File: src/rtl/vga_pkg.sv
// rtl/vga_pkg.sv - VGA timing presets and colour-bar table shared by the sync generator.
package vga_pkg;

  typedef struct packed {
    logic [11:0] h_active;
    logic [11:0] h_fp;
    logic [11:0] h_sync;
    logic [11:0] h_bp;
    logic [11:0] v_active;
    logic [11:0] v_fp;
    logic [11:0] v_sync;
    logic [11:0] v_bp;
  } vga_timing_t;

  localparam vga_timing_t VGA_640X480_60 = '{
    h_active: 12'd640, h_fp: 12'd16, h_sync: 12'd96,  h_bp: 12'd48,
    v_active: 12'd480, v_fp: 12'd10, v_sync: 12'd2,   v_bp: 12'd33
  };

  localparam vga_timing_t VGA_800X600_60 = '{
    h_active: 12'd800, h_fp: 12'd40, h_sync: 12'd128, h_bp: 12'd88,
    v_active: 12'd600, v_fp: 12'd1,  v_sync: 12'd4,   v_bp: 12'd23
  };

  typedef enum logic [2:0] {
    BAR_WHITE   = 3'd0,
    BAR_YELLOW  = 3'd1,
    BAR_CYAN    = 3'd2,
    BAR_GREEN   = 3'd3,
    BAR_MAGENTA = 3'd4,
    BAR_RED     = 3'd5,
    BAR_BLUE    = 3'd6,
    BAR_BLACK   = 3'd7
  } bar_e;

  // Returns {r, g, b}, one bit per channel; the caller replicates to full width.
  function automatic logic [2:0] bar_rgb(input logic [2:0] idx);
    logic [2:0] c;
    case (idx)
      BAR_WHITE:   c = 3'b111;
      BAR_YELLOW:  c = 3'b110;
      BAR_CYAN:    c = 3'b011;
      BAR_GREEN:   c = 3'b010;
      BAR_MAGENTA: c = 3'b101;
      BAR_RED:     c = 3'b100;
      BAR_BLUE:    c = 3'b001;
      default:     c = 3'b000;
    endcase
    return c;
  endfunction

endpackage

File: src/rtl/vga_delay.sv
// rtl/vga_delay.sv - N-stage shift register with async reset to zero; N=0 is a wire.
module vga_delay #(
  parameter int W = 1,
  parameter int N = 1
) (
  input  logic         clk,
  input  logic         rst,
  input  logic [W-1:0] din,
  output logic [W-1:0] dout
);

  generate
    if (N == 0) begin : g_wire
      logic unused_clk_rst;
      assign unused_clk_rst = clk ^ rst;
      assign dout = din;
    end else begin : g_sr
      logic [W-1:0] sr [N];

      always_ff @(posedge clk or posedge rst) begin
        if (rst) begin
          for (int i = 0; i < N; i++) sr[i] <= '0;
        end else begin
          sr[0] <= din;
          for (int i = 1; i < N; i++) sr[i] <= sr[i-1];
        end
      end

      assign dout = sr[N-1];
    end
  endgenerate

endmodule

File: src/rtl/vga_sync_gen.sv
// rtl/vga_sync_gen.sv - VGA counters, pixel requests, latency-aligned sync and blanked RGB output.
module vga_sync_gen
  import vga_pkg::*;
#(
  parameter int RGB_WIDTH = 4,
  parameter int H_ACTIVE  = 640,
  parameter int H_FP      = 16,
  parameter int H_SYNC    = 96,
  parameter int H_BP      = 48,
  parameter int V_ACTIVE  = 480,
  parameter int V_FP      = 10,
  parameter int V_SYNC    = 2,
  parameter int V_BP      = 33,
  parameter bit HS_POL    = 1'b0,
  parameter bit VS_POL    = 1'b0,
  parameter int PIX_LAT   = 2
) (
  input  logic                                                 clk,
  input  logic                                                 rst,
  input  logic                                                 test_mode,
  input  logic [RGB_WIDTH-1:0]                                 pix_r,
  input  logic [RGB_WIDTH-1:0]                                 pix_g,
  input  logic [RGB_WIDTH-1:0]                                 pix_b,
  output logic                                                 pix_req,
  output logic [$clog2(H_ACTIVE+H_FP+H_SYNC+H_BP)-1:0]         pix_x,
  output logic [$clog2(V_ACTIVE+V_FP+V_SYNC+V_BP)-1:0]         pix_y,
  output logic                                                 frame_start,
  output logic                                                 hsync,
  output logic                                                 vsync,
  output logic [RGB_WIDTH-1:0]                                 r,
  output logic [RGB_WIDTH-1:0]                                 g,
  output logic [RGB_WIDTH-1:0]                                 b
);

  localparam int H_TOTAL = H_ACTIVE + H_FP + H_SYNC + H_BP;
  localparam int V_TOTAL = V_ACTIVE + V_FP + V_SYNC + V_BP;
  localparam int HW      = $clog2(H_TOTAL);
  localparam int VW      = $clog2(V_TOTAL);
  localparam int SEG     = H_ACTIVE / 8;
  localparam int SW      = (SEG > 1) ? $clog2(SEG) : 1;
  localparam int DW      = 6;

  localparam logic [HW-1:0] H_LAST   = HW'(H_TOTAL - 1);
  localparam logic [HW-1:0] H_ACT    = HW'(H_ACTIVE);
  localparam logic [HW-1:0] HS_FIRST = HW'(H_ACTIVE + H_FP);
  localparam logic [HW-1:0] HS_LAST  = HW'(H_ACTIVE + H_FP + H_SYNC - 1);
  localparam logic [VW-1:0] V_LAST   = VW'(V_TOTAL - 1);
  localparam logic [VW-1:0] V_ACT    = VW'(V_ACTIVE);
  localparam logic [VW-1:0] VS_FIRST = VW'(V_ACTIVE + V_FP);
  localparam logic [VW-1:0] VS_LAST  = VW'(V_ACTIVE + V_FP + V_SYNC - 1);
  localparam logic [SW-1:0] SEG_LAST = SW'(SEG - 1);

  logic [HW-1:0] h;
  logic [VW-1:0] v;
  logic          h_wrap;
  logic          active;
  logic          hs_raw;
  logic          vs_raw;
  logic [SW-1:0] seg_cnt;
  logic [2:0]    bar_idx;
  logic [DW-1:0] dly_in;
  logic [DW-1:0] dly_out;
  logic          act_d;
  logic          hs_d;
  logic          vs_d;
  logic [2:0]    bar_d;
  logic [2:0]    bar_c;
  logic          mode_q;
  logic          mode_sel;

  assign h_wrap = (h == H_LAST);

  always_ff @(posedge clk or posedge rst) begin
    if (rst) begin
      h <= '0;
      v <= '0;
    end else if (h_wrap) begin
      h <= '0;
      v <= (v == V_LAST) ? '0 : v + 1'b1;
    end else begin
      h <= h + 1'b1;
    end
  end

  assign active      = (h < H_ACT) && (v < V_ACT);
  assign hs_raw      = (h >= HS_FIRST) && (h <= HS_LAST);
  assign vs_raw      = (v >= VS_FIRST) && (v <= VS_LAST);
  assign pix_req     = active;
  assign frame_start = (h == '0) && (v == '0);
  assign pix_x       = h;
  assign pix_y       = v;

  // Bar index tracks the current column; cleared on the way into h=0 so it is 0 there.
  always_ff @(posedge clk or posedge rst) begin
    if (rst) begin
      seg_cnt <= '0;
      bar_idx <= '0;
    end else if (h_wrap) begin
      seg_cnt <= '0;
      bar_idx <= '0;
    end else if (h < H_ACT) begin
      if (seg_cnt == SEG_LAST) begin
        seg_cnt <= '0;
        bar_idx <= bar_idx + 3'd1;
      end else begin
        seg_cnt <= seg_cnt + 1'b1;
      end
    end
  end

  assign dly_in = {active, hs_raw, vs_raw, bar_idx};

  vga_delay #(
    .W(DW),
    .N(PIX_LAT)
  ) u_align (
    .clk (clk),
    .rst (rst),
    .din (dly_in),
    .dout(dly_out)
  );

  assign {act_d, hs_d, vs_d, bar_d} = dly_out;
  assign bar_c = bar_rgb(bar_d);

  always_ff @(posedge clk or posedge rst) begin
    if (rst) begin
      mode_q <= 1'b0;
    end else if (frame_start) begin
      mode_q <= test_mode;
    end
  end

  // With zero latency pixel (0,0) is emitted in the frame_start cycle itself.
  assign mode_sel = frame_start ? test_mode : mode_q;

  always_ff @(posedge clk or posedge rst) begin
    if (rst) begin
      r     <= '0;
      g     <= '0;
      b     <= '0;
      hsync <= ~HS_POL;
      vsync <= ~VS_POL;
    end else begin
      hsync <= hs_d ? HS_POL : ~HS_POL;
      vsync <= vs_d ? VS_POL : ~VS_POL;
      if (!act_d) begin
        r <= '0;
        g <= '0;
        b <= '0;
      end else if (mode_sel) begin
        r <= {RGB_WIDTH{bar_c[2]}};
        g <= {RGB_WIDTH{bar_c[1]}};
        b <= {RGB_WIDTH{bar_c[0]}};
      end else begin
        r <= pix_r;
        g <= pix_g;
        b <= pix_b;
      end
    end
  end

endmodule
File: config.mk
export PLATFORM = sky130hd
export DESIGN_NAME = vga_sync_gen
export DESIGN_NICKNAME = d
export VERILOG_FILES = /design/src/rtl/vga_pkg.sv /design/src/rtl/vga_delay.sv /design/src/rtl/vga_sync_gen.sv
export SDC_FILE = /design/constraint.sdc
export NUM_CORES = 1
export LEC_CHECK = 0
export ABC_AREA = 1
export ABC_CLOCK_PERIOD_IN_PS = 2450
export CAP_MARGIN = 20
export CORE_MARGIN = 1.5
export CORE_UTILIZATION = 55
export CTS_CLUSTER_SIZE = 12
export DETAILED_ROUTE_END_ITERATION = 16
export GPL_TIMING_DRIVEN = 0
export PLACE_DENSITY = 0.85
export SLEW_MARGIN = 5
export SYNTH_ARGS = -nofsm -noshare
export SYNTH_HDL_FRONTEND = slang
export SYNTH_SLANG_ARGS = --single-unit
File: constraint.sdc
create_clock -name clk -period 2.45 [get_ports clk]
set_input_delay 0.245 -clock clk [delete_from_list [all_inputs] [get_ports clk]]
set_output_delay 0.245 -clock clk [all_outputs]
set_load 0.01 [all_outputs]
======== Word level (Yosys, flattened, before mapping) ========
Cells that the tools add are included.
operators by class
  add/subtract/negate cells ............... 4
  multipliers ............................. 0
  divide/modulo/power cells ............... 0
  magnitude comparators ................... 6
  equality and inequality tests ........... 9
  shift-type cells ........................ 0
  mux-type cells .......................... 18
  bitwise operators ....................... 0
  reduce and logical (&&, ||, !) cells .... 10
operators with widths
  kind                     number
  $mux W4                  6
  $mux W7                  3
  $pmux W3 S7              1
  $add A10 B1 Y10 const B  2
  $eq A10 B10 Y1 const B   2
  $logic_not A10 Y1        2
  $mux W10                 2
  $ge A10 B10 Y1 const B   1
  $ge A10 B9 Y1 const B    1
  $le A10 B10 Y1 const B   1
  $le A10 B9 Y1 const B    1
  $lt A10 B10 Y1 const B   1
  $lt A10 B9 Y1 const B    1
  $eq A3 B3 Y1 const B     3
  $mux W3                  3
  $add A7 B1 Y7 const B    1
  $eq A7 B7 Y1 const B     1
  $eq A3 B2 Y1 const B     2
  $logic_and A1 B1 Y1      4
  $reduce_bool A2 Y1       2
  $add A3 B1 Y3 const B    1
  $eq A3 B1 Y1 const B     1
  $logic_not A3 Y1         1
  $mux W1                  3
  $reduce_and A2 Y1        1
storage, ports and cells
  bits in registers ....................... 57
  bits in latches ......................... 0
  RAM bits ................................ 0
  memory bits (read-only) ................. 0
  input bits .............................. 15
  output and inout bits ................... 36
  word-level logic and storage cells ...... 59
  memories kept ........................... 0

======== Logic depth before layout (Yosys ltp) ========
  depth in word-level cells ............... 5
  gate-level depth with buffers ........... 12
  depth with buffers taken out ............ 12

======== Cells and area by module ========
A second synthesis with hierarchy kept.
second synthesis, totals
  cells, all modules ...................... 303
  area total of the unflattened synthesis .. 2,680.1 µm²
modules (own cells, without submodules)
  module        times used  cells an instance  area each (µm²)  seq. area each (µm²)
  vga_sync_gen  1           284                2,331.0          1,128.6
  vga_delay     1           19                 349.1            300.3

======== Worst setup path after synthesis ========
Ideal clock, no wire load.
  path kind ............................... flip-flop to flip-flop
  start point ............................. reg v[0] (netlist: pix_y[0])
  end point ............................... reg b[0]
  library setup time ...................... 0.118 ns
  data arrival time ....................... 1.500 ns
  required time ........................... 2.332 ns
  setup slack ............................. 0.832 ns
  stages on the path, launching flop included .. 13
  buffers on the path ..................... 1
  clock period less this slack ............ 1.618 ns
  path through ............................ dfrtp_1 > inv_1 > ha_1 > inv_1 > nor2_1 > nand2_1 > nor2_2 > nand3_1 > nand2_1 > nand2_2 > buf_6 > nor2_1 > nor2_1
between the ends
  longest elaborated chain between the ends .. 5
RTL lines
  element                 line                 RTL
  start, declared         vga_sync_gen.sv:54   logic [VW-1:0] v;
  start signal, assigned  vga_sync_gen.sv:79   v <= (v == V_LAST) ? '0 : v + 1'b1;
  $logic_not A10 Y1       vga_sync_gen.sv:89   assign frame_start = (h == '0) && (v == '0);
  $logic_and A1 B1 Y1     vga_sync_gen.sv:89
  $mux W1                 --
  net mode_sel            vga_sync_gen.sv:69   logic mode_sel;
  $mux W4                 vga_sync_gen.sv:151  end else if (mode_sel) begin
  $mux W4                 vga_sync_gen.sv:147  if (!act_d) begin
  end signal, assigned    vga_sync_gen.sv:154  b <= {RGB_WIDTH{bar_c[0]}};
  end signal, assigned    vga_sync_gen.sv:158  b <= pix_b;
  end, declared           vga_sync_gen.sv:32   output logic [RGB_WIDTH-1:0] b
The timed path passes the listed nets, and every way through them passes these cells.
A chain may end at the register's enable or synchronous reset.

======== Worst setup path after layout ========
  start point ............................. reg h[8] (netlist: pix_x[8])
  end point ............................... out pix_req
between the ends
  longest elaborated chain between the ends .. 2
RTL lines
  element                 line                RTL
  start, declared         vga_sync_gen.sv:53  logic [HW-1:0] h;
  start signal, assigned  vga_sync_gen.sv:81  h <= h + 1'b1;
  $lt A10 B10 Y1          vga_sync_gen.sv:85  assign active = (h < H_ACT) && (v < V_ACT);
  $logic_and A1 B1 Y1     vga_sync_gen.sv:85
  end, declared           vga_sync_gen.sv:24  output logic pix_req,
No other way between the ends.

==> run_results.csv <==
group,metric,value,unit
routing,drc,0,
synth,synthAdderAreaFrac,2.97,%
final_layout,final_common_cell,"dfrtp_1",
routing,wl_per_cell,13.4,um
synth,yosys_warnings,0,
global_routing,grt_pass1_wl,9.00,mm
sta,setup_tns,0,ps
worst_setup_path,cp-end-kind,"output pin",
power_and_ir_drop,pwr-share-comb,4.3,%
run,maxCapViolations,0,
floorplan,io_pins,51,
synth,synth_compound_area_share,4.75,%
worst_setup_path,required,2200,ps
worst_setup_path,crit_path_start_kind,"register",
global_routing,met1_usage,31.7,%
synth,netlist_instances,280,
clocking,cts.sinks,57,
global_routing,busiest_layer,"met2",
global_routing,grt_start_max_net_pins,44,
placement,dp.cells,383,
routing,avgViaCountPerCell,5.38,
final_layout,stdcell_count,399,
synth,synth_top_family_by_area,"simple AND/OR/NAND/NOR gates",
sta,hold_viol,0,
synth,syn_area_per_cell,9.04,um^2
routing,vias,2146,
worst_setup_path,crit_fanout,5,
clocking,htreeDepth,3,
final_layout,nets,363,
global_routing,track_usage,23.5,%
global_routing,grt_antenna_before_repair,0,
sta,max_freq,0.440,GHz
synth,yosysSeqAreaShare,56.5,%
power_and_ir_drop,max-vdd-ir-drop,0.423,mV
routing,drtPass1Iterations,5,
global_routing,grt_overflow,0,
floorplan,die_w,70.8,um
power_and_ir_drop,seqPwrFrac,47.6,%
synth,netlist_area,0.00253,mm^2
synth,synthSimpleGateAreaFrac,26.6,%
placement,gp_congestion,0.904,
sta,setup_ws,175,ps
floorplan,fp.dieArea,0.00502,mm^2
placement,place.port_buffers,50,
floorplan,rows,24,
routing,drt-initial-drc-count,189,
clocking,cts_buffer_depth,2,
sta,drv_slew,0,
synth,syn-num-nets,301,
global_routing,grt.met3_usage,7.83,%
power_and_ir_drop,p_per_area,600,mW/mm^2
floorplan,start_util,57.7,%
final_layout,antenna_cells,0,
routing,drt-total-wl,5.37,mm
worst_setup_path,arrival,2030,ps
global_routing,grt_pass1_vias,1916,
sta,rsz0062_at_grt,"no",
clocking,cts_tree,"done",
floorplan,dieHeight,70.8,um
clocking,cts_setup_buffers,0,
final_layout,layout_common_cells,"dfrtp_1, nand2_1, clkdlybuf4s50_1",
final_layout,drive_above_1_share,9.80,%
final_layout,final_core_util,76.3,%
routing,ant_nets,0,
synth,synth-seq-cells,57,
clocking,cts_buffers,9,
power_and_ir_drop,p_switching,411,uW
power_and_ir_drop,leakage,0.00157,uW
power_and_ir_drop,swShare,20.5,%
worst_hold_path,min_path_type,"in -> async",
synth,synth.distinct_cells,27,
sta,setup_viol,0,
synth,yosys.area_share.xor_xnor,3.46,%
floorplan,coreArea,0.00438,mm^2
final_layout,synthToLayoutAreaGrowth,32.1,%
power_and_ir_drop,p_clk_share,48.1,%
power_and_ir_drop,power.internal,1600,uW
sta,tightest_slew,340,ps
clocking,cts-root-buf,"clkbuf_8",
global_routing,met2_usage,35.2,%
placement,dp_hpwl,3.76,mm
sta,fin_crit_sh,92.8,%
worst_setup_path,crit_type,"reg -> out",
status,outcome,"completed",
clocking,clk_transition_reported_paths,60,ps
sta,slew_headroom,77.3,%
placement,pre_cts_ws,238,ps
clocking,clock_latency,340,ps
synth,synthMuxAreaShare,0,%
sta,finalCriticalPeriod,2270,ps
sta,skew,5.42,ps
## stage by stage
stage	hold WS [ps]	power, uW	area [um^2]
after CTS	189	2030	3340
after detailed placement	336	1060	3120
final	183	2010	3340
after global placement	332	1050	3100
after floorplan	331	1010	2530
after global routing	210	2080	3340
## synthesized netlist by cell type
cell type / instances / share of area (%)
nor2_1: 47 / 7.0
inv_2: 2 / 0.30
dfstp_2: 2 / 2.1
or2_2: 1 / 0.25
nor3_2: 1 / 0.40
buf_6: 1 / 0.44
a22oi_1: 1 / 0.30
nand2_2: 3 / 0.74
o22ai_1: 2 / 0.49
nor3_1: 12 / 2.4
a21oi_1: 6 / 1.2
dfrtp_1: 55 / 54
nor2_2: 1 / 0.25
or2_1: 1 / 0.25
ha_1: 6 / 3.0
nand4_2: 1 / 0.49
nor4_1: 2 / 0.49
nand3b_1: 3 / 0.89
xor2_1: 6 / 2.1
o21ai_0: 11 / 2.2
nand4_1: 8 / 2.0
xnor2_1: 4 / 1.4
o21ai_1: 3 / 0.59
nor2_4: 3 / 1.3
inv_1: 34 / 5.0
nand2_1: 50 / 7.4
nand3_1: 14 / 2.8
## routing by layer
| layer | up-vias | wire, um |
|---|---|---|
| li1 | 1031 | - |
| met3 | 10 | 404 |
| met1 | 1010 | 2340 |
| met2 | 95 | 2520 |
| met5 | - | 0 |
| met4 | 0 | 103 |
## cell families after synthesis
logic type      count (synthesis)
buf+inv                        37
xor+xnor                       10
fa+ha+maj                       6
simple gates                  147
compound gates                 23
flops                          57
## final cells by class
type	count	area, um^2
sequential	57	1430
buffer	1	11.3
tap	52	65.1
clock inverter	5	78.8
inverter	36	135
clock buffer	11	141
fill	308	1040
timing repair buffer	51	519
multi-input combinational	186	965
## critical path, stage by stage, from the launching register on
cell             delay (ps)
dfrtp_1                 440
inv_1                   120
nand3_1                 150
nand2_1                 140
nor3_1                  250
clkdlybuf4s50_1         590
## power by group through the flow
stage               clock network (uW)  logic, uW  registers (uW)
detailed placement                   0       87.5             972
finish                             966       86.0             955
CTS                                983       88.1             955
floorplan                            0       27.5             978
global placement                     0       81.1             972
global route                      1030       95.1             956
## final timing paths
check,startpoint,end,depth (start not counted),slack [ps]
min,rst,pix_y[7]$_DFFE_PP0N_,2,180
min reg2reg,u_align.g_sr.sr[9]$_DFF_PP0_,u_align.dout[3]$_DFF_PP0_,0,350
max,pix_x[8]$_DFF_PP0_,pix_req,5,180
min in group clk,u_align.g_sr.sr[9]$_DFF_PP0_,u_align.dout[3]$_DFF_PP0_,0,350
max reg2reg,pix_y[0]$_DFFE_PP0N_,r[0]$_DFF_PP0_,12,610
max in group asynchronous,rst,hsync$_DFF_PP1_,3,1680
## registers in the layout (all words and copies together) (netlist names)
signal,count
u_align.dout,6
bar_idx,3
r,4
pix_x,10
vsync,1
pix_y,10
seg_cnt,7
hsync,1
u_align.g_sr.sr,6
b,4
mode_q,1
g,4
## timing repair
action	4_1_cts	5_1_grt
gates resized for setup	3	0
setup endpoints to repair	1	0
hold buffers	0	0
No activity file was read; power rests on OpenSTA's default activity.
